$ cat config.mk
export PLATFORM = sky130hd
export DESIGN_NAME = pc_sequencer
export DESIGN_NICKNAME = d
export VERILOG_FILES = /design/src/rtl/pc_sequencer.sv
export SDC_FILE = /design/constraint.sdc
export NUM_CORES = 1
export LEC_CHECK = 0
export CAP_MARGIN = 20
export CORE_MARGIN = 4
export CORE_UTILIZATION = 25
export DETAILED_ROUTE_END_ITERATION = 6
export GPL_TIMING_DRIVEN = 1
export PLACE_DENSITY_LB_ADDON = 0.05
export SETUP_SLACK_MARGIN = 0.1
export SLEW_MARGIN = 20
export SYNTH_ARGS = -nofsm -noshare
export SYNTH_HDL_FRONTEND = slang
export SYNTH_SLANG_ARGS = --single-unit
$ cat constraint.sdc
create_clock -name clk -period 2.95 [get_ports clk]
set_clock_uncertainty 0.1 [all_clocks]
set_input_delay 0.295 -clock clk [delete_from_list [all_inputs] [get_ports clk]]
set_output_delay 0.295 -clock clk [all_outputs]
set_load 0.02 [all_outputs]
$ cat src/rtl/pc_sequencer.sv
// Program-counter stage: registers the next fetch address from hold/inc/jump/branch/call/ret
// and keeps return addresses in a small LIFO with full/empty and sticky error flags.

module pc_incrementer (
    input  logic [15:0] a,
    output logic [15:0] y
);
    assign y = a + 16'd1;
endmodule

module pc_sequencer #(
    parameter int          STACK_DEPTH  = 4,
    parameter logic [15:0] RESET_VECTOR = 16'h0000
) (
    input  logic                                 clk,
    input  logic                                 rst_n,
    input  logic                                 en,
    input  logic [2:0]                           op,
    input  logic                                 cond,
    input  logic [15:0]                          target,
    input  logic                                 err_clr,
    output logic [15:0]                          pc,
    output logic [15:0]                          pc_inc,
    output logic [$clog2(STACK_DEPTH+1)-1:0]     depth,
    output logic                                 stack_full,
    output logic                                 stack_empty,
    output logic                                 ovf_err,
    output logic                                 unf_err
);
    localparam int DW = $clog2(STACK_DEPTH + 1);
    localparam int AW = $clog2(STACK_DEPTH);
    localparam logic [DW-1:0] FULL_DEPTH = DW'(STACK_DEPTH);

    localparam logic [2:0] OP_HOLD   = 3'b000;
    localparam logic [2:0] OP_INC    = 3'b001;
    localparam logic [2:0] OP_JUMP   = 3'b010;
    localparam logic [2:0] OP_BRANCH = 3'b011;
    localparam logic [2:0] OP_CALL   = 3'b100;
    localparam logic [2:0] OP_RET    = 3'b101;

    logic [15:0]   stack [STACK_DEPTH];
    logic [AW-1:0] push_idx;
    logic [AW-1:0] pop_idx;
    logic [15:0]   pc_nxt;
    logic          push;
    logic          pop;
    logic          ovf_set;
    logic          unf_set;

    pc_incrementer u_inc (
        .a (pc),
        .y (pc_inc)
    );

    assign stack_full  = (depth == FULL_DEPTH);
    assign stack_empty = (depth == '0);
    assign push_idx    = depth[AW-1:0];
    assign pop_idx     = push_idx - AW'(1);

    // NOTE: every output of this block gets a default first, so no path can infer a latch.
    always_comb begin
        pc_nxt  = pc;
        push    = 1'b0;
        pop     = 1'b0;
        ovf_set = 1'b0;
        unf_set = 1'b0;
        if (en) begin
            case (op)
                OP_HOLD:   pc_nxt = pc;
                OP_INC:    pc_nxt = pc_inc;
                OP_JUMP:   pc_nxt = target;
                OP_BRANCH: pc_nxt = cond ? target : pc_inc;
                OP_CALL: begin
                    pc_nxt  = target;
                    push    = !stack_full;
                    ovf_set = stack_full;
                end
                OP_RET: begin
                    if (stack_empty) begin
                        pc_nxt  = pc_inc;
                        unf_set = 1'b1;
                    end else begin
                        pc_nxt = stack[pop_idx];
                        pop    = 1'b1;
                    end
                end
                default: pc_nxt = pc;
            endcase
        end
    end

    // NOTE: registers use non-blocking assignments so every flop samples pre-edge values.
    always_ff @(posedge clk or negedge rst_n) begin
        if (!rst_n) begin
            pc      <= RESET_VECTOR;
            depth   <= '0;
            ovf_err <= 1'b0;
            unf_err <= 1'b0;
        end else begin
            if (en) begin
                pc <= pc_nxt;
                if (push)
                    depth <= depth + DW'(1);
                else if (pop)
                    depth <= depth - DW'(1);
            end
            // A new error on the same edge as err_clr keeps the flag set.
            ovf_err <= ovf_set | (ovf_err & ~err_clr);
            unf_err <= unf_set | (unf_err & ~err_clr);
        end
    end

    // NOTE: the stack array has no reset; depth alone defines which entries are valid.
    always_ff @(posedge clk) begin
        if (push)
            stack[push_idx] <= pc_inc;
    end

endmodule
==> flow_summary.yaml, run 1 <==
power_and_ir_drop:
  power_frac_seq: 0.341
  leakage_nw: 2.06
  power.density_nw_per_um2: 883
  p_clk_frac: 0.259
  p_sw_w: 0.00168
  switching_share: 0.345
  p_comb_frac: 0.400
  fin_total_pwr_w: 0.00486
  p_int_w: 0.00318
  peakVddDrop_v: 0.000306
logic_synthesis:
  yosys_warnings: 0
  synth_seq_area_share: 0.608
  synth_top_area_frac: 0.477
  syn_nets: 310
  synth_ff_type: "edfxtp_1"
  synth_edf_count: 64
  synth_seq_cells: 85
  ys_types: 59
  synthCells: 280
  synthArstFlopShare: 0.247
  synth.avg_cell_area_um2: 14.4
  synth_most_common_cell: "edfxtp_1"
  synth_area_um2: 4030
  synth.top_cells.by_area: "edfxtp_1, dfrtp_1, mux4_2"
  yosysTopAreaCell: "edfxtp_1"
  ys_top_cells_by_count: "edfxtp_1, dfrtp_1, nand2_1"
cells_and_area:
  drive_above_1_share: 0.216
  syn_to_final_growth_pct: 36.7
  diodes: 0
  nNetsFinal: 404
  multi_input_area_um2: 1520
  num-fill-cells: 1560
  regArea_um2: 2450
floorplan:
  die_x_um: 135
  die-area_um2: 18200
  fp-row-count: 46
  core_um2: 15800
  ios: 63
  initial_core_util: 0.254
  die-height_um: 135
clock_network:
  clk_pin_slew_ps: 70
  clockBufferDepth: 2
  numCtsBuffers: 9
  cts_hold_buf: 0
  cts.sinks: 85
  htree_levels: 3
  cts_tree: "done"
  clockRootBuffer: "clkbuf_16"
  clk_latency_ps: 350
global_route:
  antenna_found_initial: 0
  grt_usage: 0.134
  grt_pass1_wl_um: 17800
  grt_pass1_vias: 2848
  grt_overflow: 0
  grt_max_degree: 22
critical_path:
  cp-end-kind: "primary output"
  crit_required_ps: 2560
  r2r-start: "depth[1]"
  path_cells: "nand3_1, nor3_1, xnor2_1, inv_1, clkdlybuf4s50_1"
  reg2reg_to: "pc[14]"
  slowest_stage: "clkdlybuf4s50_1"
  critical_path_buf_inv_count: 2
  reg2reg_depth: 8
  cp.arrival_ps: 2380
  critPathMaxFanout: 7
  start_kind: "flip-flop"
  path_delay_family: "buffers and inverters"
  regToRegSetupSlack_ps: 610
  slowest_delay_ps: 570
  crit_type: "reg -> out"
timing:
  tightest_slew_ps: 526
  setup_tns_ps: 0
  min_period_ps: 2780
  maxSlewViolCount: 0
  fmax_mhz: 360
  max_slew_margin: 0.647
  setup_viol: 0
  period_share: 0.942
  rsz0062_at_grt: "yes"
  hold_viol: 0
hold_path:
  hold_class: "in -> async"
drt:
  vias: 2724
  via_per_inst: 4.58
  drtPass1Iterations: 4
  ant_nets: 0
  wl_um: 11800
  drtIter0Drc: 159
  drc: 0
  wl_per_cell_um: 19.9
place:
  dp_hpwl_um: 8450
  io_buffers: 62
  place_congestion: 0.797
flow_run:
  maxCapViolCount: 0
status:
  outcome: "complete, no violations"
==> logic make-up after synthesis <==
kind of cell,after synthesis,share of synthesized area
fa+ha+maj,6,0.0205
xor+xnor,16,0.0348
buf+inv,26,0.0286
simple gates,70,0.0998
compound gates,59,0.109
mux,18,0.0995
flops,85,0.608
==> power by group through the flow <==
stage	logic (W)	registers, W	clock network (W)
3_3_place_gp	0.00196	0.00167	0
6_report	0.00194	0.00166	0.00126
3_5_place_dp	0.00196	0.00167	0
5_1_grt	0.00210	0.00167	0.00135
2_1_floorplan	0.000983	0.00178	0
4_1_cts	0.00198	0.00166	0.00131
==> stage by stage <==
step | utilization | worst slack [ps] | cells | instance area [um^2] | hold WS (ps)
global placement | 0.321 | 292 | 574 | 5070 | 416
CTS | 0.346 | 40.0 | 595 | 5480 | 219
detailed placement | 0.321 | 237 | 574 | 5070 | 408
floorplan | - | 113 | 280 | 4030 | -101
global route | 0.348 | 34.3 | 595 | 5500 | 234
finish | 0.348 | 171 | 595 | 5500 | 215
==> worst register-to-register path, cell delays in order, from the launching register on <==
cell and delay (ps):
dfrtp_1 480, inv_1 100, ha_1 310, buf_4 190
mux4_2 310, and4_4 200, a211o_1 280, nand2b_4 140
o221a_2 130
==> repair_timing <==
action                                  in CTS  in global routing
hold endpoints to repair                     0                  0
endpoints found under the setup margin      10                  6
pin swaps                                    4                  0
resized for setup                           10                  5
setup buffers                                5                  0
==> registers in the layout (all words and copies together) (netlist names) <==
signal and flops:
ovf_err 1, depth 3, stack 64, pc 16, unf_err 1
==> layer usage <==
layer	part of all wire	global-route usage
met5	0	0
met4	0.010	0.0322
met3	0.044	0.0387
met2	0.46	0.206
met1	0.49	0.188
==> cell usage in the layout, fill, tap and decap left out, drive strengths merged, types with 3 or more instances in the layout <==
cell type,Yosys,final
edfxtp,64,64
nand3,7,7
xor2,5,5
clkdlybuf4s50,0,56
buf,10,36
nor2,12,12
nand4,3,3
and2,3,3
a221oi,3,3
clkbuf,5,9
nand2b,5,5
dfrtp,21,21
and4,3,3
a21oi,8,8
inv,11,14
a22oi,4,4
mux4,16,16
dlygate4sd2,0,4
nand2,19,19
xnor2,11,11
a222oi,4,4
a22o,5,5
ha,5,5
o21ai,17,17
nor3,4,4
o22ai,3,3
and3,3,3
==> layout make-up <==
type                       count  share of cell area
clock buffer                   9              0.0409
clock inverter                 7              0.0186
inverter                      11             0.00751
multi-input combinational    169               0.277
sequential                    85               0.445
tap                          216              0.0491
timing repair buffer          98               0.162
==> worst max path at each step <==
| stage | startpoint | end | slack (ps) | depth (start not counted) |
|---|---|---|---|---|
| after floorplan | depth[0] | pc[3] | 110 | 9 |
| after global placement | op[2] | depth[2] | 290 | 8 |
| after detailed placement | pc[0] | pc_inc[12] | 240 | 5 |
| after CTS | pc[1] | pc_inc[10] | 40 | 5 |
| after global routing | pc[1] | pc_inc[10] | 30 | 5 |
| final | pc[6] | pc_inc[9] | 170 | 5 |
No activity file was read; power rests on OpenSTA's default activity.
==> inputs of run 2 (changes only) <==
Settings changed: SKIP_LAST_GASP set to 1.
==> results of run 2 <==
No change in the layout: final DEF, timing and power equal those of run 1.
==> inputs of run 3 (changes only) <==
Settings changed: SLEW_MARGIN 20 to not set.
==> results of run 3 <==
No change in the layout: final DEF, timing and power equal those of run 1.
